<file path="config.mk">
export PLATFORM = sky130hd
export DESIGN_NAME = step_seq_fsm
export DESIGN_NICKNAME = d
export VERILOG_FILES = /design/src/rtl/step_seq_fsm.sv
export SDC_FILE = /design/constraint.sdc
export NUM_CORES = 1
export LEC_CHECK = 0
export BUFFER_PORTS_ARGS = -buffer_cell sky130_fd_sc_hd__buf_2
export CORE_UTILIZATION = 29
export DETAILED_ROUTE_END_ITERATION = 10
export PLACE_DENSITY = 0.53
export SKIP_LAST_GASP = 1
export SLEW_MARGIN = 0
export SYNTH_ARGS = -nofsm -noshare
export SYNTH_HDL_FRONTEND = slang
export SYNTH_SLANG_ARGS = --single-unit
</file>
<file path="constraint.sdc">
create_clock -name clk -period 4.2 [get_ports clk]
set_input_delay 0.63 -clock clk [delete_from_list [all_inputs] [get_ports clk]]
set_output_delay 0.63 -clock clk [all_outputs]
set_load 0.03 [all_outputs]
</file>
<file path="src/rtl/step_seq_fsm.sv">
// step_seq_fsm
//   Cyclic state sequencer. A 32-bit prescaler counts enabled clock cycles.
//   Every DIV_COUNT enabled cycles the state index takes one step, in a
//   direction chosen by mode. A single seven-segment digit shows the state.
//
// Ports
//   clk        in   1  system clock, all logic on posedge
//   reset      in   1  synchronous, active-high; overrides load and en
//   en         in   1  1: prescaler advances; 0: prescaler and state frozen
//   mode       in   2  00 up, 01 down, 10 skip (+STRIDE), 11 hold
//   load       in   1  one-cycle preload request
//   load_val   in   4  preload value
//   state_idx  out  4  current state (registered)
//   seg        out  7  active-low {a,b,c,d,e,f,g}, decoded from state_idx
//   tick       out  1  one-cycle pulse in the cycle after each step edge
//   wrap       out  1  one-cycle pulse with tick when that step wrapped
//   err        out  1  one-cycle pulse after a load with load_val >= NUM_STATES
//
// Load handshake: load has no ready/ack. Any cycle with load=1 is one
// request, consumed at that posedge. A valid request always wins over a
// step on the same edge. An out-of-range request only raises err.
module step_seq_fsm #(
    parameter int NUM_STATES = 6,
    parameter int STRIDE     = 2,
    parameter int DIV_COUNT  = 25000000
) (
    input  logic       clk,
    input  logic       reset,
    input  logic       en,
    input  logic [1:0] mode,
    input  logic       load,
    input  logic [3:0] load_val,
    output logic [3:0] state_idx,
    output logic [6:0] seg,
    output logic       tick,
    output logic       wrap,
    output logic       err
);

    typedef enum logic [1:0] {
        MODE_UP   = 2'b00,
        MODE_DOWN = 2'b01,
        MODE_SKIP = 2'b10,
        MODE_HOLD = 2'b11
    } mode_t;

    localparam logic [31:0] DIV_LAST = 32'(DIV_COUNT - 1);
    localparam logic [4:0]  N5       = 5'(NUM_STATES);
    localparam logic [4:0]  STRIDE5  = 5'(STRIDE);
    localparam logic [3:0]  LAST_ST  = 4'(NUM_STATES - 1);

    logic [31:0] cnt, cnt_next;
    logic [3:0]  state_next;
    logic        step, load_ok, step_wrap;
    logic        tick_next, wrap_next, err_next;
    logic [4:0]  skip_sum;
    mode_t       mode_e;

    assign mode_e   = mode_t'(mode);
    assign step     = en && (cnt == DIV_LAST);
    assign load_ok  = load && ({1'b0, load_val} < N5);
    // Computed one bit wider so that s+STRIDE cannot overflow before the compare.
    assign skip_sum = {1'b0, state_idx} + STRIDE5;

    always_comb begin
        state_next = state_idx;
        cnt_next   = cnt;
        step_wrap  = 1'b0;
        tick_next  = 1'b0;
        wrap_next  = 1'b0;
        err_next   = 1'b0;

        if (en) begin
            cnt_next = (cnt == DIV_LAST) ? 32'd0 : cnt + 32'd1;
        end

        unique case (mode_e)
            MODE_UP: begin
                step_wrap = (state_idx == LAST_ST);
            end
            MODE_DOWN: begin
                step_wrap = (state_idx == 4'd0);
            end
            MODE_SKIP: begin
                step_wrap = (skip_sum >= N5);
            end
            MODE_HOLD: begin
                step_wrap = 1'b0;
            end
        endcase

        if (step) begin
            unique case (mode_e)
                MODE_UP:   state_next = step_wrap ? 4'd0 : state_idx + 4'd1;
                MODE_DOWN: state_next = step_wrap ? LAST_ST : state_idx - 4'd1;
                MODE_SKIP: state_next = step_wrap ? 4'(skip_sum - N5) : skip_sum[3:0];
                MODE_HOLD: state_next = state_idx;
            endcase
            tick_next = 1'b1;
            wrap_next = step_wrap;
        end

        // A valid preload restarts the interval and cancels any coincident step.
        if (load_ok) begin
            state_next = load_val;
            cnt_next   = 32'd0;
            tick_next  = 1'b0;
            wrap_next  = 1'b0;
        end

        err_next = load && !load_ok;
    end

    always_ff @(posedge clk) begin
        if (reset) begin
            cnt       <= 32'd0;
            state_idx <= 4'd0;
            tick      <= 1'b0;
            wrap      <= 1'b0;
            err       <= 1'b0;
        end else begin
            cnt       <= cnt_next;
            state_idx <= state_next;
            tick      <= tick_next;
            wrap      <= wrap_next;
            err       <= err_next;
        end
    end

    always_comb begin
        seg = 7'b1111111;
        unique case (state_idx)
            4'h0: seg = 7'b0000001;
            4'h1: seg = 7'b1001111;
            4'h2: seg = 7'b0010010;
            4'h3: seg = 7'b0000110;
            4'h4: seg = 7'b1001100;
            4'h5: seg = 7'b0100100;
            4'h6: seg = 7'b0100000;
            4'h7: seg = 7'b0001111;
            4'h8: seg = 7'b0000000;
            4'h9: seg = 7'b0000100;
            4'hA: seg = 7'b0001000;
            4'hB: seg = 7'b1100000;
            4'hC: seg = 7'b0110001;
            4'hD: seg = 7'b1000010;
            4'hE: seg = 7'b0110000;
            4'hF: seg = 7'b0111000;
        endcase
    end

endmodule

</file>
==> results.cfg, run 1 <==
[synth]
synth_ff_type = dfxtp_1
synth_top_family_by_area = simple AND/OR/NAND/NOR gates
ys_seq_area_share_pct = 33.9
synth_area_leaders = dfxtp_1 34%, ha_1 8.8%, nor2_1 5.7%, xor2_1 5.5%, xnor2_1 4.8%
synthDistinctLibCells = 60
yosys_warnings = 0
synthSimpleGateAreaFrac_pct = 27.2
syn_area_um2 = 2710
synthAdderAreaFrac_pct = 8.76
synth_xor_area_share_pct = 10.3
synth_seq_cells = 46
synthTopCellsByCount = 46 x dfxtp_1, 41 x nor2_1, 27 x nand2_1
avgSynthCellArea_um2 = 8.48
synthArstFlopShare_pct = 0
synth_top_area_cell = dfxtp_1
yosysTopAreaCellShare_pct = 33.9
syn_nets = 349
synth.mux.area_fraction_pct = 1.11
synth_compound_area_share_pct = 14.1
synth.most_common_cell = dfxtp_1
postSynthCellCount = 320
synth_edf_count = 0

[min_path]
hold_depth = 2
holdPathEnd = cnt[21]$_SDFFE_PP0P_
min_path_type = reg -> reg
hp-start = cnt[21]$_SDFFE_PP0P_

[final_layout]
drive_above_1_share_pct = 12.3
post-route-util_pct = 33.9
antennaDiodeCount = 0
layout.cells.non_filler = 450
synthToLayoutAreaGrowth_pct = 11.2
design_area_um2 = 3020
layout.nets = 370

[clock_network]
clk_pin_slew_ps = 90
cts_setup_buffers = 0
ctsHoldBuffers = 0
cts_tree = yes
clockRootBuffer = clkbuf_8
htree_levels = 2
cts_resized = 0
cts_sinks = 46
numCtsBuffers = 5
clockBufferDepth = 2
clk_latency_ps = 300

[power]
p_clk_share_pct = 36.2
ir_drop_uv = 183
finalPower_mw = 0.903
powerDensity_nw_per_um2 = 299
p_leak_nw = 1.15
p_int_mw = 0.667
p_switching_mw = 0.236
sw_frac_of_total_pct = 26.1
seqPwrFrac_pct = 50.0
combPwrFrac_pct = 13.8

[timing]
tightestPinTransition_ps = 836
fin_crit_sh_pct = 78.6
rsz0062_at_grt = false
slew_violations = 0
hold_viol = 0
fmax_ghz = 0.303
period_needed_ps = 3300
tns_ps = 0
relSlewSlack_pct = 43.7
setup_violations = 0
skew_ps = 7.67

[floorplan]
die_h_um = 98.7
start_util_pct = 30.5
core_um2 = 8890
ioPinCount = 24
std_cell_rows = 34
die_x_um = 98.7
dieArea_um2 = 9750

[setup_path]
worstPathRequired_ps = 4430
crit_family = compound AO/OA/AOI/OAI gates
crit_path_cell_trace = inv_1 > ha_1 > or3_1 > o311a_1 > o21ai_0 > o221ai_1 > nand3_1 > a31o_2 > nor2_1 > inv_1 > ha_1 > inv_1 > or3_1 > a21oi_1
cp.arrival_ps = 3540
timing_worst_setup_path_type = reg -> reg
rr_worst_depth = 14
cp_common_cell = inv_1
reg2reg_to = seg[2]$_DFF_P_
r2r_slack_ps = 900
worst_setup_path_end_kind = register
max_stage_delay_ps = 440
r2r_start = state_idx[1]$_SDFFE_PP0P_
start_kind = register
critPathMaxFanout = 8
cp_slowest_cell = dfxtp_1
path_buf_inv = 3

[routing]
routed_wl_um = 5660
drc = 0
vias_per_cell = 4.93
drt-pass1-iter-count = 4
vias = 2218
drtIter0Drc = 94
avgRoutedWirePerCell_um = 12.6
ant_nets = 0

[grt]
grt_max_degree = 18
grt_pass1_vias = 2159
gr-total-overflow = 0
grt_antenna_before_repair = 0
grt_pass1_wl_um = 9920
grt_util_all_layers_pct = 12.5

[run_status]
run_status = completed

[placement]
gp_congestion = 0.906
dpl.cell_count = 442
dp_hpwl_um = 4300
io_buffers = 23
place_area_um2 = 2910

[run]
cap_violations = 0
## worst register-to-register path: cells and delay by family (launching register included)
kind / cells / cell delay [ps]
AO/OA/AOI/OAI: 5 / 1010
AND/OR/NAND/NOR: 4 / 910
adder cells (fa/ha/maj): 2 / 480
flip-flops: 1 / 440
buffers and inverters: 3 / 390
## logic make-up after synthesis
family                   Yosys count
flip-flops                        46
adder cells (fa/ha/maj)           19
multiplexers                       3
XOR/XNOR                          32
buffers and inverters             26
AO/OA/AOI/OAI                     52
AND/OR/NAND/NOR                  142
## worst max path at each step
stage                     slack [ps]              to                      start  cells past startpoint
after floorplan                 1050  seg[2]$_DFF_P_  state_idx[1]$_SDFFE_PP0P_                     14
after global placement           830  seg[0]$_DFF_P_                    mode[0]                     11
after detailed placement         780  seg[0]$_DFF_P_                    mode[0]                     11
after CTS                        920  seg[2]$_DFF_P_  state_idx[1]$_SDFFE_PP0P_                     14
after global routing             620  seg[2]$_DFF_P_  state_idx[1]$_SDFFE_PP0P_                     14
final                            900  seg[2]$_DFF_P_  state_idx[1]$_SDFFE_PP0P_                     14
## area by class of cell
class | count | area, um^2
clock buffers | 6 | 72.6
well taps | 108 | 135
repair buffers | 24 | 123
flip-flops and latches | 46 | 921
inverters | 16 | 60.1
clock inverters | 2 | 37.5
fillers | 906 | 5870
multi-input cells | 248 | 1670
## per-layer routing
| layer | vias to the layer above | track usage, % | part of all wire, % |
|---|---|---|---|
| met1 | 1029 | 17.0 | 53 |
| met3 | 4 | 2.34 | 2.1 |
| met2 | 23 | 19.9 | 44 |
| li1 | 1162 | - | - |
| met5 | - | 0 | 0 |
| met4 | 0 | 4.71 | 1.1 |
## layout by cell type (no fill, tap or decap), drive strengths merged, types with 3 or more instances in the layout
cell type	count
a21oi	7
a31oi	6
and2	6
and3	6
and4	3
buf	24
clkbuf	6
dfxtp	46
ha	19
inv	16
mux2i	3
nand2	27
nand3	17
nand4	5
nor2	42
nor3	9
nor4	5
o211ai	3
o21ai	13
or3	6
xnor2	15
xor2	17
## state kept, by name, indices dropped and copies added (netlist names)
signal     cells
wrap           1
state_idx      4
cnt           32
tick           1
err            1
seg            7
## power by group through the flow
stage	clock [mW]	combinational [mW]	sequential, mW
detailed placement	0	0.124	0.462
global route	0.358	0.138	0.453
CTS	0.339	0.125	0.452
global placement	0	0.126	0.461
floorplan	0	0.0761	0.476
finish	0.327	0.125	0.451
## metrics by stage
step	hold slack (ps)	worst slack [ps]
3_3_place_gp	467	827
6_report	483	900
5_1_grt	528	616
4_1_cts	489	924
2_1_floorplan	454	1050
3_5_place_dp	477	785
Power figures use the tool's default switching activity.
==> run 2: changes to the inputs <==
==> constraint.sdc (replaced) <==
create_clock -name clk -period 3.3 [get_ports clk]
set_input_delay 0.495 -clock clk [delete_from_list [all_inputs] [get_ports clk]]
set_output_delay 0.495 -clock clk [all_outputs]
set_load 0.03 [all_outputs]
==> run 2 against run 1 <==
  * Final cell count increased by 1.1%
  * Highest routed layer unchanged
  * Hold slack improved by 5.3 ps
  * Routed wire length up 5.8%
  * Critical endpoint unchanged
  * Sequential power increased by 27%
==> results.cfg, run 2 (synthesis gave the netlist of run 1 again) <==
[final_layout]
top_register = cnt
layout.cells.non_filler = 455
seq_area_um2 = 923
post-route-util_pct = 34.4
layout.nets = 375
drive_above_1_share_pct = 15.3
mostFrequentLayoutCells = 44 x dfxtp_1, 41 x nor2_1, 27 x nand2_1
synthToLayoutAreaGrowth_pct = 12.6
final_common_cell = dfxtp_1
antennaDiodeCount = 0
largest_reg_flops = 32
multi_input_area_um2 = 1680
fillers = 933

[routing]
drt-pass1-iter-count = 4
vias = 2357
drtIter0Drc = 136
vias_per_cell = 5.18
ant_nets = 0
avgRoutedWirePerCell_um = 13.2
drc = 0
routed_wl_um = 5990

[power]
powerDensity_nw_per_um2 = 360
p_clk_share_pct = 32.5
sw_frac_of_total_pct = 29.0
combPwrFrac_pct = 15.2
seqPwrFrac_pct = 52.3
ir_drop_uv = 223
p_switching_mw = 0.318
p_leak_nw = 1.17
p_int_mw = 0.780

[setup_path]
worstPathRequired_ps = 3520
worst_setup_path_end_kind = register
cp.arrival_ps = 3290
start_kind = register
critPathMaxFanout = 4
timing_worst_setup_path_type = reg -> reg

[timing]
fin_crit_sh_pct = 93.0
hold_viol = 0
worst_slack_ps = 230
tns_ps = 0
period_needed_ps = 3070
slew_violations = 0
rsz0062_at_grt = false
tightestPinTransition_ps = 582
skew_ps = 10.2
relSlewSlack_pct = 60.9
fmax_ghz = 0.326
setup_violations = 0

[floorplan]
dieArea_um2 = 9750
core_um2 = 8890
die_x_um = 98.7
std_cell_rows = 34
ioPinCount = 24
start_util_pct = 30.5
die_h_um = 98.7

[grt]
grt_max_degree = 32
grt_pass1_vias = 2204
grt_pass1_wl_um = 10300
grt_util_all_layers_pct = 12.9
grt_antenna_before_repair = 0
gr-total-overflow = 0

[clock_network]
numCtsBuffers = 5
cts_tree = yes
clk_latency_ps = 300
clockRootBuffer = clkbuf_8
cts_setup_buffers = 0
cts_sinks = 46
htree_levels = 2
ctsHoldBuffers = 0
clk_pin_slew_ps = 100
clockBufferDepth = 2

[placement]
io_buffers = 23
gp_congestion = 0.952
dpl.cell_count = 447
place_ws_ps = 179
dp_hpwl_um = 4430

[min_path]
min_path_type = reg -> reg

[run_status]
run_status = completed

[run]
cap_violations = 0
-- run 2: per-layer routing --
metal / wire length (um) / global-route usage, % / vias up
li1: - / - / 1175
met1: 3050 / 17.8 / 1118
met2: 2680 / 20.4 / 56
met3: 187 / 1.91 / 8
met4: 83 / 4.82 / 0
met5: 0 / 0 / -
-- run 2: power groups by stage --
stage / clock [mW] / sequential, mW / combinational [mW]
detailed placement: 0 / 0.587 / 0.163
floorplan: 0 / 0.606 / 0.0969
finish: 0.357 / 0.575 / 0.167
CTS: 0.376 / 0.575 / 0.165
global placement: 0 / 0.587 / 0.163
global route: 0.396 / 0.577 / 0.186
-- run 2: repair_timing --
item | 4_1_cts | 5_1_grt
gates resized for setup | 0 | 6
hold endpoints to repair | 0 | 0
setup endpoints to repair | 0 | 7
-- run 2: worst max-delay path, cell delays in order (launching register included) --
cell and delay [ps]:
dfxtp_1 350, nor4_1 430, nand4_1 210, or4_1 560, nor3_2 210, a31o_2 230, nor2_1 90, inv_1 120
ha_1 190, inv_1 80, or3_1 370, a21oi_1 150
-- run 2: per-stage QoR --
| step | cell area (um^2) | total power [mW] | hold WS, ps |
|---|---|---|---|
| after detailed placement | 2950 | 0.750 | 473 |
| after global routing | 3060 | 1.16 | 498 |
| after global placement | 2950 | 0.750 | 468 |
| final | 3060 | 1.10 | 489 |
| after CTS | 3040 | 1.11 | 490 |
| after floorplan | 2710 | 0.703 | 454 |
-- run 2: final cells by class --
| cell class | instances | share of cell area (%) |
|---|---|---|
| repair buffers | 29 | 5.24 |
| inverters | 16 | 1.96 |
| clock inverters | 3 | 0.819 |
| multi-input cells | 248 | 55.1 |
| flip-flops and latches | 46 | 30.2 |
| clock buffers | 5 | 2.25 |
| well taps | 108 | 4.42 |
-- run 2: path summary, 6_finish.rpt --
| kind | to | start | slack (ps) | depth (start not counted) |
|---|---|---|---|---|
| worst max-delay path | seg[2]$_DFF_P_ | cnt[28]$_SDFFE_PP0P_ | 230 | 11 |
| worst min-delay path | cnt[21]$_SDFFE_PP0P_ | cnt[21]$_SDFFE_PP0P_ | 490 | 2 |
| worst max register to register | seg[2]$_DFF_P_ | cnt[28]$_SDFFE_PP0P_ | 230 | 11 |
| worst min register to register | cnt[21]$_SDFFE_PP0P_ | cnt[21]$_SDFFE_PP0P_ | 490 | 2 |
